**src/rtl/uart_tx_fifo_cfg.sv**
```systemverilog
`default_nettype none
// ============================================================================
// Module      : uart_tx_fifo_cfg
// Description : UART transmitter with an input FIFO and a per-frame format
//               (parity mode, one or two stop bits). Words are sent LSB
//               first, one serial bit per OVERSAMPLE baud-enable ticks.
// Revision    : 1.0 - initial release
// ============================================================================
module uart_tx_fifo_cfg #(
    parameter int DATA_BITS  = 8,
    parameter int OVERSAMPLE = 16,
    parameter int FIFO_DEPTH = 8
) (
    input  logic                          CLK,
    input  logic                          RST_N,
    input  logic                          UART_CLK_EN,
    input  logic [DATA_BITS-1:0]          DIN,
    input  logic                          DIN_VALID,
    output logic                          DIN_READY,
    input  logic [1:0]                    PARITY_SEL,
    input  logic                          STOP2,
    output logic                          UART_TXD,
    output logic                          BUSY,
    output logic [$clog2(FIFO_DEPTH):0]   FIFO_COUNT,
    output logic [2:0]                    STATE
);

    localparam int c_PTR_W  = $clog2(FIFO_DEPTH);
    localparam int c_CNT_W  = c_PTR_W + 1;
    localparam int c_TICK_W = $clog2(2 * OVERSAMPLE);
    localparam int c_BIT_W  = $clog2(DATA_BITS);

    localparam logic [c_CNT_W-1:0]  c_DEPTH     = c_CNT_W'(FIFO_DEPTH);
    localparam logic [c_TICK_W-1:0] c_OS_LAST   = c_TICK_W'(OVERSAMPLE - 1);
    localparam logic [c_TICK_W-1:0] c_OS2_LAST  = c_TICK_W'(2 * OVERSAMPLE - 1);
    localparam logic [c_BIT_W-1:0]  c_LAST_BIT  = c_BIT_W'(DATA_BITS - 1);

    // State encoding doubles as the debug STATE code
    localparam logic [2:0] c_S_IDLE   = 3'd0;
    localparam logic [2:0] c_S_START  = 3'd1;
    localparam logic [2:0] c_S_DATA   = 3'd2;
    localparam logic [2:0] c_S_PARITY = 3'd3;
    localparam logic [2:0] c_S_STOP   = 3'd4;

    // ------------------------------------------------------------------
    // FIFO storage and bookkeeping
    // ------------------------------------------------------------------
    logic [DATA_BITS-1:0] r_mem [FIFO_DEPTH];
    logic [c_PTR_W-1:0]   r_wr_ptr;
    logic [c_PTR_W-1:0]   r_rd_ptr;
    logic [c_CNT_W-1:0]   r_count;

    logic w_push;
    logic w_pop;
    logic w_not_empty;

    assign DIN_READY   = (r_count != c_DEPTH);
    assign w_push      = DIN_VALID & DIN_READY;
    assign w_not_empty = (r_count != '0);

    // Storage array: written on push only, contents need no reset
    always_ff @(posedge CLK) begin
        if (w_push) begin
            r_mem[r_wr_ptr] <= DIN;
        end
    end

    // Pointers and occupancy; simultaneous push and pop leave the count alone
    always_ff @(posedge CLK or negedge RST_N) begin
        if (!RST_N) begin
            r_wr_ptr <= '0;
            r_rd_ptr <= '0;
            r_count  <= '0;
        end else begin
            if (w_push) begin
                r_wr_ptr <= r_wr_ptr + 1'b1;
            end
            if (w_pop) begin
                r_rd_ptr <= r_rd_ptr + 1'b1;
            end
            case ({w_push, w_pop})
                2'b10:   r_count <= r_count + 1'b1;
                2'b01:   r_count <= r_count - 1'b1;
                default: r_count <= r_count;
            endcase
        end
    end

    // ------------------------------------------------------------------
    // Transmit FSM
    // ------------------------------------------------------------------
    logic [2:0]           r_state;
    logic [2:0]           w_state_nxt;
    logic [c_TICK_W-1:0]  r_tick_cnt;
    logic [c_TICK_W-1:0]  w_tick_nxt;
    logic [c_BIT_W-1:0]   r_bit_cnt;
    logic [c_BIT_W-1:0]   w_bit_nxt;
    logic [DATA_BITS-1:0] r_shift;
    logic [1:0]           r_par_sel;
    logic                 r_stop2;
    logic                 r_txd;
    logic                 w_txd_nxt;
    logic                 w_bit_end;
    logic                 w_stop_end;
    logic                 w_par_bit;

    assign w_bit_end  = (r_tick_cnt == c_OS_LAST);
    assign w_stop_end = (r_tick_cnt == (r_stop2 ? c_OS2_LAST : c_OS_LAST));

    // Parity of the frame being sent, from the format latched at frame start
    always_comb begin
        w_par_bit = 1'b1;
        case (r_par_sel)
            2'b01:   w_par_bit = ^r_shift;
            2'b10:   w_par_bit = ~(^r_shift);
            default: w_par_bit = 1'b1;
        endcase
    end

    // Next-state, counter and line-level decisions; ticks gate all progress
    always_comb begin
        w_state_nxt = r_state;
        w_tick_nxt  = r_tick_cnt;
        w_bit_nxt   = r_bit_cnt;
        w_pop       = 1'b0;
        w_txd_nxt   = 1'b1;
        case (r_state)
            c_S_IDLE: begin
                w_txd_nxt = 1'b1;
                if (w_not_empty) begin
                    w_pop       = 1'b1;
                    w_state_nxt = c_S_START;
                    w_tick_nxt  = '0;
                    w_bit_nxt   = '0;
                end
            end
            c_S_START: begin
                w_txd_nxt = 1'b0;
                if (UART_CLK_EN) begin
                    if (w_bit_end) begin
                        w_tick_nxt  = '0;
                        w_bit_nxt   = '0;
                        w_state_nxt = c_S_DATA;
                    end else begin
                        w_tick_nxt = r_tick_cnt + 1'b1;
                    end
                end
            end
            c_S_DATA: begin
                w_txd_nxt = r_shift[r_bit_cnt];
                if (UART_CLK_EN) begin
                    if (w_bit_end) begin
                        w_tick_nxt = '0;
                        if (r_bit_cnt == c_LAST_BIT) begin
                            w_state_nxt = (r_par_sel != 2'b00) ? c_S_PARITY : c_S_STOP;
                        end else begin
                            w_bit_nxt = r_bit_cnt + 1'b1;
                        end
                    end else begin
                        w_tick_nxt = r_tick_cnt + 1'b1;
                    end
                end
            end
            c_S_PARITY: begin
                w_txd_nxt = w_par_bit;
                if (UART_CLK_EN) begin
                    if (w_bit_end) begin
                        w_tick_nxt  = '0;
                        w_state_nxt = c_S_STOP;
                    end else begin
                        w_tick_nxt = r_tick_cnt + 1'b1;
                    end
                end
            end
            c_S_STOP: begin
                w_txd_nxt = 1'b1;
                if (UART_CLK_EN) begin
                    if (w_stop_end) begin
                        w_tick_nxt = '0;
                        w_bit_nxt  = '0;
                        // Chain straight into the next frame when data is waiting
                        if (w_not_empty) begin
                            w_pop       = 1'b1;
                            w_state_nxt = c_S_START;
                        end else begin
                            w_state_nxt = c_S_IDLE;
                        end
                    end else begin
                        w_tick_nxt = r_tick_cnt + 1'b1;
                    end
                end
            end
            default: begin
                w_state_nxt = c_S_IDLE;
                w_tick_nxt  = '0;
                w_bit_nxt   = '0;
            end
        endcase
    end

    // State, counters and the registered line; reset forces the line high at once
    always_ff @(posedge CLK or negedge RST_N) begin
        if (!RST_N) begin
            r_state    <= c_S_IDLE;
            r_tick_cnt <= '0;
            r_bit_cnt  <= '0;
            r_txd      <= 1'b1;
        end else begin
            r_state    <= w_state_nxt;
            r_tick_cnt <= w_tick_nxt;
            r_bit_cnt  <= w_bit_nxt;
            r_txd      <= w_txd_nxt;
        end
    end

    // Word and frame format are captured together when a word leaves the FIFO
    always_ff @(posedge CLK or negedge RST_N) begin
        if (!RST_N) begin
            r_shift   <= '0;
            r_par_sel <= 2'b00;
            r_stop2   <= 1'b0;
        end else if (w_pop) begin
            r_shift   <= r_mem[r_rd_ptr];
            r_par_sel <= PARITY_SEL;
            r_stop2   <= STOP2;
        end
    end

    assign UART_TXD   = r_txd;
    assign BUSY       = (r_state != c_S_IDLE) | w_not_empty;
    assign FIFO_COUNT = r_count;
    assign STATE      = r_state;

endmodule
`default_nettype wire

```
**config.mk**
```make
export PLATFORM = sky130hd
export DESIGN_NAME = uart_tx_fifo_cfg
export DESIGN_NICKNAME = d
export VERILOG_FILES = /design/src/rtl/uart_tx_fifo_cfg.sv
export SDC_FILE = /design/constraint.sdc
export NUM_CORES = 1
export LEC_CHECK = 0
export BUFFER_PORTS_ARGS = -buffer_cell sky130_fd_sc_hd__buf_4
export CAP_MARGIN = 20
export CELL_PAD_IN_SITES_DETAIL_PLACEMENT = 1
export CELL_PAD_IN_SITES_GLOBAL_PLACEMENT = 1
export CORE_MARGIN = 5
export CORE_UTILIZATION = 46
export CTS_CLUSTER_DIAMETER = 200
export DETAILED_ROUTE_END_ITERATION = 8
export PLACE_DENSITY = 0.71
export SYNTH_ARGS = -nofsm -noshare
export SYNTH_HDL_FRONTEND = slang
export SYNTH_SLANG_ARGS = --single-unit
export TNS_END_PERCENT = 50
```
**constraint.sdc**
```tcl
create_clock -name CLK -period 2.3 [get_ports CLK]
set_clock_uncertainty 0.15 [all_clocks]
set_input_delay 0.115 -clock CLK [delete_from_list [all_inputs] [get_ports CLK]]
set_output_delay 0.115 -clock CLK [all_outputs]
set_load 0.01 [all_outputs]
```
==> results of run 1 <==
## cells in the mapped netlist (all sizes together), types with 2 or more instances
cell    instances  area, sq um
nor3            8         40.0
inv             9         33.8
edfxtp         64         1920
a21o            5         38.8
mux2i          10          100
o22ai           3         18.8
buf            12         86.3
nand2          29          111
nand2b          5         38.8
xnor2          13          114
a211oi          3         27.5
ha             13          163
a21oi           9         45.0
nor4b           2         17.5
mux4           18          405
or2             3         18.8
nor2           17         63.8
mux2            4         45.0
a22o            3         26.3
o21ai          17         85.1
clkbuf          2         7.51
nand3           6         30.0
dfrtp          32          801
xor2            4         35.0
## metrics by stage
stage / worst slack [ps] / TNS [ps]
after floorplan: -104 / -143
after global placement: -35.5 / -35.5
after detailed placement: -124 / -157
after CTS: -140 / -227
after global routing: -202 / -381
final: -120 / -186
## kinds of logic (layout without fill, tap and decap cells)
family,after synthesis,count (layout),synth area share
DFF,97,97,0.620
xor gates and xnor gates,17,17,0.0336
AOI/OAI and AO/OA,47,47,0.0674
buffers and inverters,23,88,0.0288
muxes,32,32,0.124
and+or+nand+nor,80,80,0.0897
adders and majority gates,13,13,0.0367
## placed cells by master (no fill, tap or decap), types with 2 or more instances in the layout
cell type | Yosys | routed
a211oi_2 | 1 | 3
a21o_1 | 4 | 4
a21oi_1 | 9 | 8
a22o_1 | 3 | 3
buf_4 | 3 | 48
clkbuf_8 | 0 | 9
dfrtp_1 | 32 | 30
dfrtp_2 | 0 | 2
dlygate4sd3_1 | 0 | 14
edfxtp_1 | 64 | 64
ha_1 | 13 | 8
ha_2 | 0 | 4
inv_1 | 8 | 8
inv_8 | 0 | 3
mux2_2 | 4 | 4
mux2i_1 | 10 | 10
mux4_2 | 18 | 18
nand2_1 | 28 | 27
nand2_2 | 1 | 2
nand2b_1 | 4 | 4
nand3_1 | 6 | 6
nor2_1 | 17 | 14
nor2_2 | 0 | 3
nor3_1 | 8 | 7
nor4b_1 | 2 | 2
o21ai_0 | 17 | 17
o22ai_1 | 3 | 3
or2_2 | 3 | 3
xnor2_1 | 13 | 13
xor2_1 | 4 | 4
## power by group
group | total (W) | switching [W] | internal, W
registers | 0.00258 | 0.000278 | 0.00230
clock network | 0.00120 | 0.000661 | 0.000536
logic | 0.00298 | 0.00151 | 0.00147
## flip-flops by register name, summed over array words and instances, names as in the netlist, 3 cells and up
| name | cells |
|---|---|
| r_shift | 8 |
| STATE | 3 |
| r_rd_ptr | 3 |
| r_bit_cnt | 3 |
| r_mem | 64 |
| r_wr_ptr | 3 |
| FIFO_COUNT | 4 |
| r_tick_cnt | 5 |
## layout make-up
cell class / instances / area (sq um)
Inverter: 9 / 38.8
Clock inverter: 7 / 96.3
Tap cell: 129 / 161
Timing Repair Buffer: 63 / 520
Sequential cell: 97 / 2750
Fill cell: 939 / 4020
Clock buffer: 9 / 124
Multi-Input combinational cell: 189 / 1620
## final timing paths
path                                           start  slack [ps]                   endpoint
setup / recovery           FIFO_COUNT[3]$_DFFE_PN0P_        -120  FIFO_COUNT[2]$_DFFE_PN0P_
hold / removal                                 RST_N          80  r_tick_cnt[3]$_DFFE_PN0P_
setup reg to reg           FIFO_COUNT[3]$_DFFE_PN0P_        -120  FIFO_COUNT[2]$_DFFE_PN0P_
hold reg to reg                  r_stop2$_DFFE_PN0P_         380        r_stop2$_DFFE_PN0P_
max in group asynchronous                      RST_N        1570         UART_TXD$_DFF_PN1_
min in group CLK                               STOP2         350        r_stop2$_DFFE_PN0P_
## worst max-delay path, stage by stage, from the launching register on
cell and delay (ps):
dfrtp_2 410, or4_4 530, nand2_2 90, a21o_4 110
inv_6 40, ha_4 150, xor2_1 140, ha_2 180
a21oi_2 140, xor2_1 160, nor2_1 70, xor2_1 140
## repair_timing
| item | CTS | global route |
|---|---|---|
| hold buffers | 14 | 0 |
| hold endpoints to repair | 103 | 0 |
| buffers inserted | 1 | 1 |
| resized for setup | 1 | 7 |
| setup endpoints to repair | 5 | 20 |
| pin swaps | 2 | 2 |
## per-layer routing
metal	vias up	track usage	routed length (microns)
met5	-	0	0
met4	0	0.0595	125
met3	11	0.0293	229
met2	30	0.312	4880
met1	1378	0.218	4030
li1	1274	-	-
==> impl_results.md, run 1 <==
- Worst slew pin tran: 573 ps
- Max Fanout on Critical Path: 3
- Clock Tree Root: clkbuf_8
- Global route overflow: 0
- Final hold vios: 0
- Largest net degree at the start of global routing: 34
- Initial Util: 0.476
- Routed Antenna Nets: 0
- Failing checks: setup timing
- Critical Path Sink Type: flip-flop
- Non-Filler Instances: 503
- Synth Register Bits: 97
- Worst EP arrival: 2530 ps
- Slew Viols, Final: 0
- Cell count after placement: 471
- Max VDD drop: 0.549 mV
- Final WS setup: -120 ps
- Fin area: 5310 sq um
- Yosys cell types: 51
- Max-Cap Viols: 0
- Post-synthesis cell count: 309
- Routed len/inst: 18.4 microns
- Status: finished with violations
- Vias in the first global route: 2968
- Residual DRC: 0
- CTS buffer count: 9
- RSZ-0062 raised after global routing: yes
- Final Wtd Congestion: 0.754
- First-pass GRT wire length: 15.5 mm
- Ys async rst share: 0.340
- Total power per unit cell area: 1270 nW/um^2
- DR vias: 2693
- YS warnings: 0
- Main synth FF type: edfxtp_1
- Total power: 0.00676 W
- Avg Inst Size Synth: 14.4 sq um
- Antenna violations before repair: 0
- Post-Syn Area: 4440 sq um
- Area after DPL: 4910 sq um
- Minimum clock period: 2420 ps
- CTS tree: built
- Num Clock Sinks: 97
- Worst Reg2Reg Path Length in Cells: 11
- Die width: 108 microns
- Drt total wl: 9.27 mm
- Final Util: 0.569
- Startpoint Class: flip-flop
- Final period utilization: 1.05
- Skew-Pair Late Insertion Delay: 370 ps
- Final setup violation count: 3
- CTS Buffer Depth: 2
- Iteration-0 DRC Markers: 104
- Die ar.: 11700 sq um
- Post-synthesis sequential area ratio: 0.620
- Share of cells above drive strength 1: 0.302
- Area of the core: 9330 sq um
- Final #Nets: 397
- Die height: 108 microns
- Max Clk Rate: 413 MHz
- Syn_nets: 337
- Num ports: 25
- Area Overhead vs Synth: 19.7%
- CTS H-tree depth: 3
- EDFF count, synth: 64
- Worst hold slack: 77.0 ps
- Leak: 2.03 nW
- Num rows: 35
- WS Path Type: reg2reg
- DP HPWL: 6.41 mm
- Clk pin slew, worst setup/hold paths: 110 ps
- Crit path required time: 2410 ps
- First-pass DRT Iterations: 4
- Port Buffer Count: 24
- Ant. Diodes: 0
- Vias per cell: 5.35
- Hold Path Class: in2async
- GRT Total Usage: 0.176
- Max_slew headroom: 0.618
No activity file was read; power rests on OpenSTA's default activity.
==> inputs of run 2 (changes only) <==
--- a/config.mk
+++ b/config.mk
@@ -14,6 +14,7 @@
 export CTS_CLUSTER_DIAMETER = 200
 export DETAILED_ROUTE_END_ITERATION = 8
 export PLACE_DENSITY = 0.71
+export SKIP_LAST_GASP = 1
 export SYNTH_ARGS = -nofsm -noshare
 export SYNTH_HDL_FRONTEND = slang
 export SYNTH_SLANG_ARGS = --single-unit
==> run 2 against run 1 <==
The flow still finishes with violations (setup timing). Hold slack about the same. Register-to-register slack about the same. Core utilization down 0.054 points. Sequential cell count unchanged.
==> impl_results.md, run 2 (synthesized netlist as in run 1, its figures left out) <==
- Status: finished with violations (unchanged)
- Failing checks: setup timing (unchanged)
- Final hold vios: 0 (unchanged)
- Routed Antenna Nets: 0 (unchanged)
- Skew-Pair Late Insertion Delay: 370 ps (about the same)
- Worst slew pin tran: 886 ps (was 573 ps)
- CTS buffer count: 9 (unchanged)
- Initial Util: 0.476 (unchanged)
- Area after DPL: 4910 sq um (unchanged)
- GRT Total Usage: 0.176 (unchanged)
- Die width: 108 microns (unchanged)
- Most frequent cells in the layout: edfxtp_1, buf_4, dfrtp_1 (unchanged)
- Final #Nets: 397 (unchanged)
- Most flop-heavy register: r_mem (unchanged)
- Drt total wl: 9.29 mm (was 9.27 mm)
- Global route overflow: 0 (unchanged)
- Share of cells above drive strength 1: 0.297 (was 0.302)
- Total power per unit cell area: 1270 nW/um^2 (about the same)
- Leak: 2.03 nW (about the same)
- Area of the core: 9330 sq um (unchanged)
- DP HPWL: 6.41 mm (unchanged)
- Startpoint Class: flip-flop (unchanged)
- Critical path's most frequent cell: xor2_1 (unchanged)
- Routed len/inst: 18.5 microns (was 18.4 microns)
- Max incr delay on CP: 530 ps (about the same)
- Num ports: 25 (unchanged)
- DR vias: 2692 (was 2693)
- Max_slew headroom: 0.407 (was 0.618)
- Die height: 108 microns (unchanged)
- Hold Path Class: in2async (unchanged)
- WS Path Type: reg2reg (unchanged)
- Final period utilization: 1.05 (about the same)
- Vias per cell: 5.35 (about the same)
- Critical Path Sink Type: flip-flop (unchanged)
- Fin area: 5300 sq um (was 5310 sq um)
- Residual DRC: 0 (unchanged)
- Max VDD drop: 0.550 mV (was 0.549 mV)
- First-pass DRT Iterations: 4 (unchanged)
- RSZ-0062 raised after global routing: yes (unchanged)
- CTS tree: built (unchanged)
- Worst EP arrival: 2530 ps (about the same)
- Slew Viols, Final: 0 (unchanged)
- Num Clock Sinks: 97 (unchanged)
- Total power: 0.00676 W (about the same)
- Area Overhead vs Synth: 19.6% (was 19.7%)
- Top Registers: r_mem (64), r_shift (8), r_tick_cnt (5) (unchanged)
- Vias in the first global route: 2974 (was 2968)
- Iteration-0 DRC Markers: 105 (was 104)
- Minimum clock period: 2420 ps (about the same)
- Max-Cap Viols: 0 (unchanged)
- Largest net degree at the start of global routing: 34 (unchanged)
- Ant. Diodes: 0 (unchanged)
- Clock Tree Root: clkbuf_8 (unchanged)
- Fillcell total: 938 (was 939)
- Max Fanout on Critical Path: 3 (unchanged)
- Final Wtd Congestion: 0.754 (unchanged)
- Num rows: 35 (unchanged)
- Max stage delay cell, worst path: or4_4 (unchanged)
- CTS Buffer Depth: 2 (unchanged)
- Flop-to-flop setup slack: -120 ps (about the same)
- Crit path required time: 2410 ps (about the same)
- First-pass GRT wire length: 15.5 mm (unchanged)
- CTS H-tree depth: 3 (unchanged)
- Clk pin slew, worst setup/hold paths: 110 ps (about the same)
- Antenna violations before repair: 0 (unchanged)
- Max FFs per register: 64 (unchanged)
- Port Buffer Count: 24 (unchanged)
- Die ar.: 11700 sq um (unchanged)
- Total negative slack: -186 ps (about the same)
- Final setup violation count: 3 (unchanged)
- CP cell instances: or4_4 > nand2_2 > a21o_4 > inv_6 > ha_4 > xor2_1 > ha_2 > a21oi_2 > xor2_1 > nor2_1 > xor2_1 (unchanged)
- Max Clk Rate: 413 MHz (about the same)
- Final WS setup: -120 ps (about the same)
- Most common cell after layout, fill and taps aside: edfxtp_1 (unchanged)
[run 2: critical path, delay by kind of cell, from the launching register on]
kind                       cells  cell delay, ps
AOI/OAI and AO/OA              2             250
xor gates and xnor gates       3             440
adders and majority gates      2             330
buffers and inverters          1              40
DFF                            1             410
and+or+nand+nor                3             690
[run 2: path summary, 6_finish.rpt]
path                                                 from  cells after the start                         to
worst max-delay path            FIFO_COUNT[3]$_DFFE_PN0P_                     11  FIFO_COUNT[2]$_DFFE_PN0P_
worst min register to register        r_stop2$_DFFE_PN0P_                      2        r_stop2$_DFFE_PN0P_
worst min-delay path                                RST_N                      2  r_tick_cnt[3]$_DFFE_PN0P_
worst max register to register  FIFO_COUNT[3]$_DFFE_PN0P_                     11  FIFO_COUNT[2]$_DFFE_PN0P_
max in group asynchronous                           RST_N                      2         UART_TXD$_DFF_PN1_
min in group CLK                                    STOP2                      4        r_stop2$_DFFE_PN0P_
[run 2: per-layer routing]
metal	global-route usage	vias up	part of all wire
met3	0.0293	11	0.025
met4	0.0595	0	0.013
met2	0.312	33	0.53
li1	-	1272	-
met1	0.218	1376	0.43
met5	0	-	0
[run 2: what timing repair did]
action	in CTS	in global routing
hold buffers	14	0
resized for setup	0	6
endpoints found under the setup margin	5	20
pin swaps	2	2
cloned	0	0
hold endpoints to repair	103	0
buffers inserted	1	1
[run 2: area by class of cell]
| cell class | instances | area [sq um] | share of cell area |
|---|---|---|---|
| Clock buffer | 9 | 124 | 0.0234 |
| Clock inverter | 7 | 96.3 | 0.0182 |
| Inverter | 9 | 38.8 | 0.00731 |
| Multi-Input combinational cell | 189 | 1610 | 0.304 |
| Sequential cell | 97 | 2750 | 0.519 |
| Tap cell | 129 | 161 | 0.0304 |
| Timing Repair Buffer | 63 | 520 | 0.0981 |
[run 2: where the power goes]
part	switching, W	internal [W]	leakage [nW]
Clock	0.000662	0.000536	0.108
Combinational	0.00151	0.00147	0.929
Sequential	0.000278	0.00230	0.991
Total	0.00245	0.00431	2.03
[run 2: metrics by stage]
stage	cells	utilization	hold slack [ps]	worst slack (ps)
after global placement	471	0.526	-52.4	-35.5
after detailed placement	471	0.526	-52.4	-124
final	503	0.569	76.6	-120
after floorplan	309	-	-331	-104
after CTS	502	0.566	77.3	-140
after global routing	503	0.569	109	-202
==> inputs of run 3 (changes only) <==
==> constraint.sdc (replaced) <==
create_clock -name CLK -period 2.3 [get_ports CLK]
set_clock_uncertainty 0.15 [all_clocks]
set_input_delay 0.23 -clock CLK [delete_from_list [all_inputs] [get_ports CLK]]
set_output_delay 0.23 -clock CLK [all_outputs]
set_load 0.01 [all_outputs]
==> run 3 against run 2 <==
The flow still finishes with violations (setup timing). Die area unchanged. Clock power about the same. Hold slack worse by 51 ps. First-iteration DRC count up 4.8%. Register-to-register slack about the same. Final cell count down 0.40%.
==> impl_results.md, run 3 (synthesized netlist as in run 1, its figures left out) <==
- Port Buffer Count: 24 (unchanged)
- Most flop-heavy register: r_mem (unchanged)
- Failing checks: setup timing (unchanged)
- Skew-Pair Late Insertion Delay: 370 ps (about the same)
- Num ports: 25 (unchanged)
- Switching share of power: 0.362 (about the same)
- CTS buffer count: 9 (unchanged)
- Slew Viols, Final: 0 (unchanged)
- Leak: 2.02 nW (was 2.03 nW)
- Iteration-0 DRC Markers: 110 (was 105)
- Crit path required time: 2410 ps (about the same)
- Worst Reg2Reg Path Length in Cells: 11 (unchanged)
- Antenna violations before repair: 0 (unchanged)
- DP HPWL: 6.41 mm (unchanged)
- Die width: 108 microns (unchanged)
- Final Wtd Congestion: 0.754 (unchanged)
- GRT Total Usage: 0.176 (about the same)
- Max stage delay cell, worst path: or4_4 (unchanged)
- Final hold vios: 0 (unchanged)
- Clock Tree Root: clkbuf_8 (unchanged)
- Vias per cell: 5.36 (was 5.35)
- Num Clock Sinks: 97 (unchanged)
- CP cell instances: or4_4 > nand2_2 > a21o_4 > inv_6 > ha_4 > xor2_1 > ha_2 > a21oi_2 > xor2_1 > nor2_1 > xor2_1 (unchanged)
- Max Clk Rate: 413 MHz (about the same)
- DR vias: 2686 (was 2692)
- Total negative slack: -185 ps (was -186 ps)
- Critical path's most frequent cell: xor2_1 (unchanged)
- Area Overhead vs Synth: 19.1% (was 19.6%)
- Final #Nets: 395 (was 397)
- Crit-path leading delay family: simple AND/OR/NAND/NOR gates (unchanged)
- Max_slew headroom: 0.417 (was 0.407)
- Total power per unit cell area: 1280 nW/um^2 (was 1270 nW/um^2)
- Status: finished with violations (unchanged)
- Max Fanout on Critical Path: 3 (unchanged)
- GR Util met3: 0.0293 (unchanged)
- Non-Filler Instances: 501 (was 503)
- Cell count after placement: 471 (unchanged)
- WP depth: 11 (unchanged)
- Hold Path Class: in2reg (was in2async)
- Most Used Layer, Global Route: met2 (unchanged)
- Psw: 0.00244 W (was 0.00245 W)
- Final WS setup: -119 ps (was -120 ps)
- Max-Cap Viols: 0 (unchanged)
- Ant. Diodes: 0 (unchanged)
- Final period utilization: 1.05 (about the same)
- Minimum clock period: 2420 ps (about the same)
- Critical Path Sink Type: flip-flop (unchanged)
- CTS tree: built (unchanged)
- Final setup violation count: 3 (unchanged)
- Clock Power Share: 0.177 (about the same)
- Die ar.: 11700 sq um (unchanged)
- Drt total wl: 9.27 mm (was 9.29 mm)
- Die height: 108 microns (unchanged)
- Worst slew pin tran: 871 ps (was 886 ps)
- WS Path Type: reg2reg (unchanged)
- Met2 Track Usage GR: 0.312 (about the same)
- Top Registers: r_mem (64), r_shift (8), r_tick_cnt (5) (unchanged)
- Max incr delay on CP: 530 ps (about the same)
- Max FFs per register: 64 (unchanged)
- M1 GR Usage: 0.218 (unchanged)
- First-pass GRT wire length: 15.5 mm (about the same)
- Largest net degree at the start of global routing: 34 (unchanged)
- Clk pin slew, worst setup/hold paths: 110 ps (about the same)
- Num rows: 35 (unchanged)
- Area after DPL: 4910 sq um (unchanged)
- Routed len/inst: 18.5 microns (about the same)
- Max VDD drop: 0.547 mV (was 0.550 mV)
- CTS Buffer Depth: 2 (unchanged)
- Startpoint Class: flip-flop (unchanged)
- Flop pwr share: 0.382 (about the same)
- Residual DRC: 0 (unchanged)
- Initial Util: 0.476 (unchanged)
- Fin area: 5280 sq um (was 5300 sq um)
- Share of cells above drive strength 1: 0.298 (was 0.297)
- Worst EP arrival: 2530 ps (about the same)
- WHS Path Cells: 3
- Global route overflow: 0 (unchanged)
- RSZ-0062 raised after global routing: yes (unchanged)
- First-pass DRT Iterations: 4 (unchanged)
- Combinational power share: 0.440 (was 0.441)
- Most frequent cells in the layout: edfxtp_1, buf_4, dfrtp_1 (unchanged)
- Area of the core: 9330 sq um (unchanged)
- Routed Antenna Nets: 0 (unchanged)
- Most common cell after layout, fill and taps aside: edfxtp_1 (unchanged)
- Vias in the first global route: 2967 (was 2974)
- Pint: 0.00431 W (about the same)
- CTS H-tree depth: 3 (unchanged)
- Buf+Inv Stages, Crit Path: 1 (unchanged)
## run 3: cell type report
cell class	instances	area, sq um
repair buffers	61	500
inverters	9	38.8
multi-input cells	189	1610
fillers	939	4040
flip-flops and latches	97	2750
clock inverters	7	96.3
well taps	129	161
clock buffers	9	124
## run 3: stage by stage
step                setup slack (ps)  total power [W]  hold WS, ps  utilization
floorplan                       -104          0.00466         -216            -
global placement               -35.5          0.00542         62.6        0.526
detailed placement              -124          0.00555         62.6        0.526
CTS                             -140          0.00681        0.519        0.564
global route                    -202          0.00725         26.0        0.566
finish                          -119          0.00675         26.0        0.566
## run 3: power by group through the flow
stage	sequential [W]	clock [W]	combinational, W
after floorplan	0.00259	0	0.00206
after global placement	0.00259	0	0.00282
after detailed placement	0.00263	0	0.00292
after CTS	0.00259	0.00123	0.00299
after global routing	0.00263	0.00132	0.00330
final	0.00258	0.00120	0.00297
## run 3: worst paths after layout
check / startpoint / end / slack [ps]
setup reg to reg: FIFO_COUNT[3]$_DFFE_PN0P_ / FIFO_COUNT[2]$_DFFE_PN0P_ / -120
min in group asynchronous: RST_N / r_tick_cnt[3]$_DFFE_PN0P_ / 190
hold / removal: DIN_VALID / r_wr_ptr[2]$_DFFE_PN0P_ / 30
hold reg to reg: r_stop2$_DFFE_PN0P_ / r_stop2$_DFFE_PN0P_ / 380
max in group asynchronous: RST_N / UART_TXD$_DFF_PN1_ / 1460
setup / recovery: FIFO_COUNT[3]$_DFFE_PN0P_ / FIFO_COUNT[2]$_DFFE_PN0P_ / -120
## run 3: worst min-delay path, stage by stage
cell     delay, ps
buf_4          120
nand3_1         90
xnor2_1         70
## run 3: layer usage
| layer | routed length [microns] | part of all wire |
|---|---|---|
| met5 | 0 | 0 |
| met4 | 124 | 0.013 |
| met1 | 3990 | 0.43 |
| met3 | 235 | 0.025 |
| met2 | 4920 | 0.53 |
## run 3: what timing repair did
action / 4_1_cts / 5_1_grt
endpoints found under the hold margin: 100 / 0
pin swaps: 2 / 2
hold buffers: 12 / 0
gates resized for setup: 0 / 6
endpoints found under the setup margin: 5 / 21
buffers inserted: 1 / 1
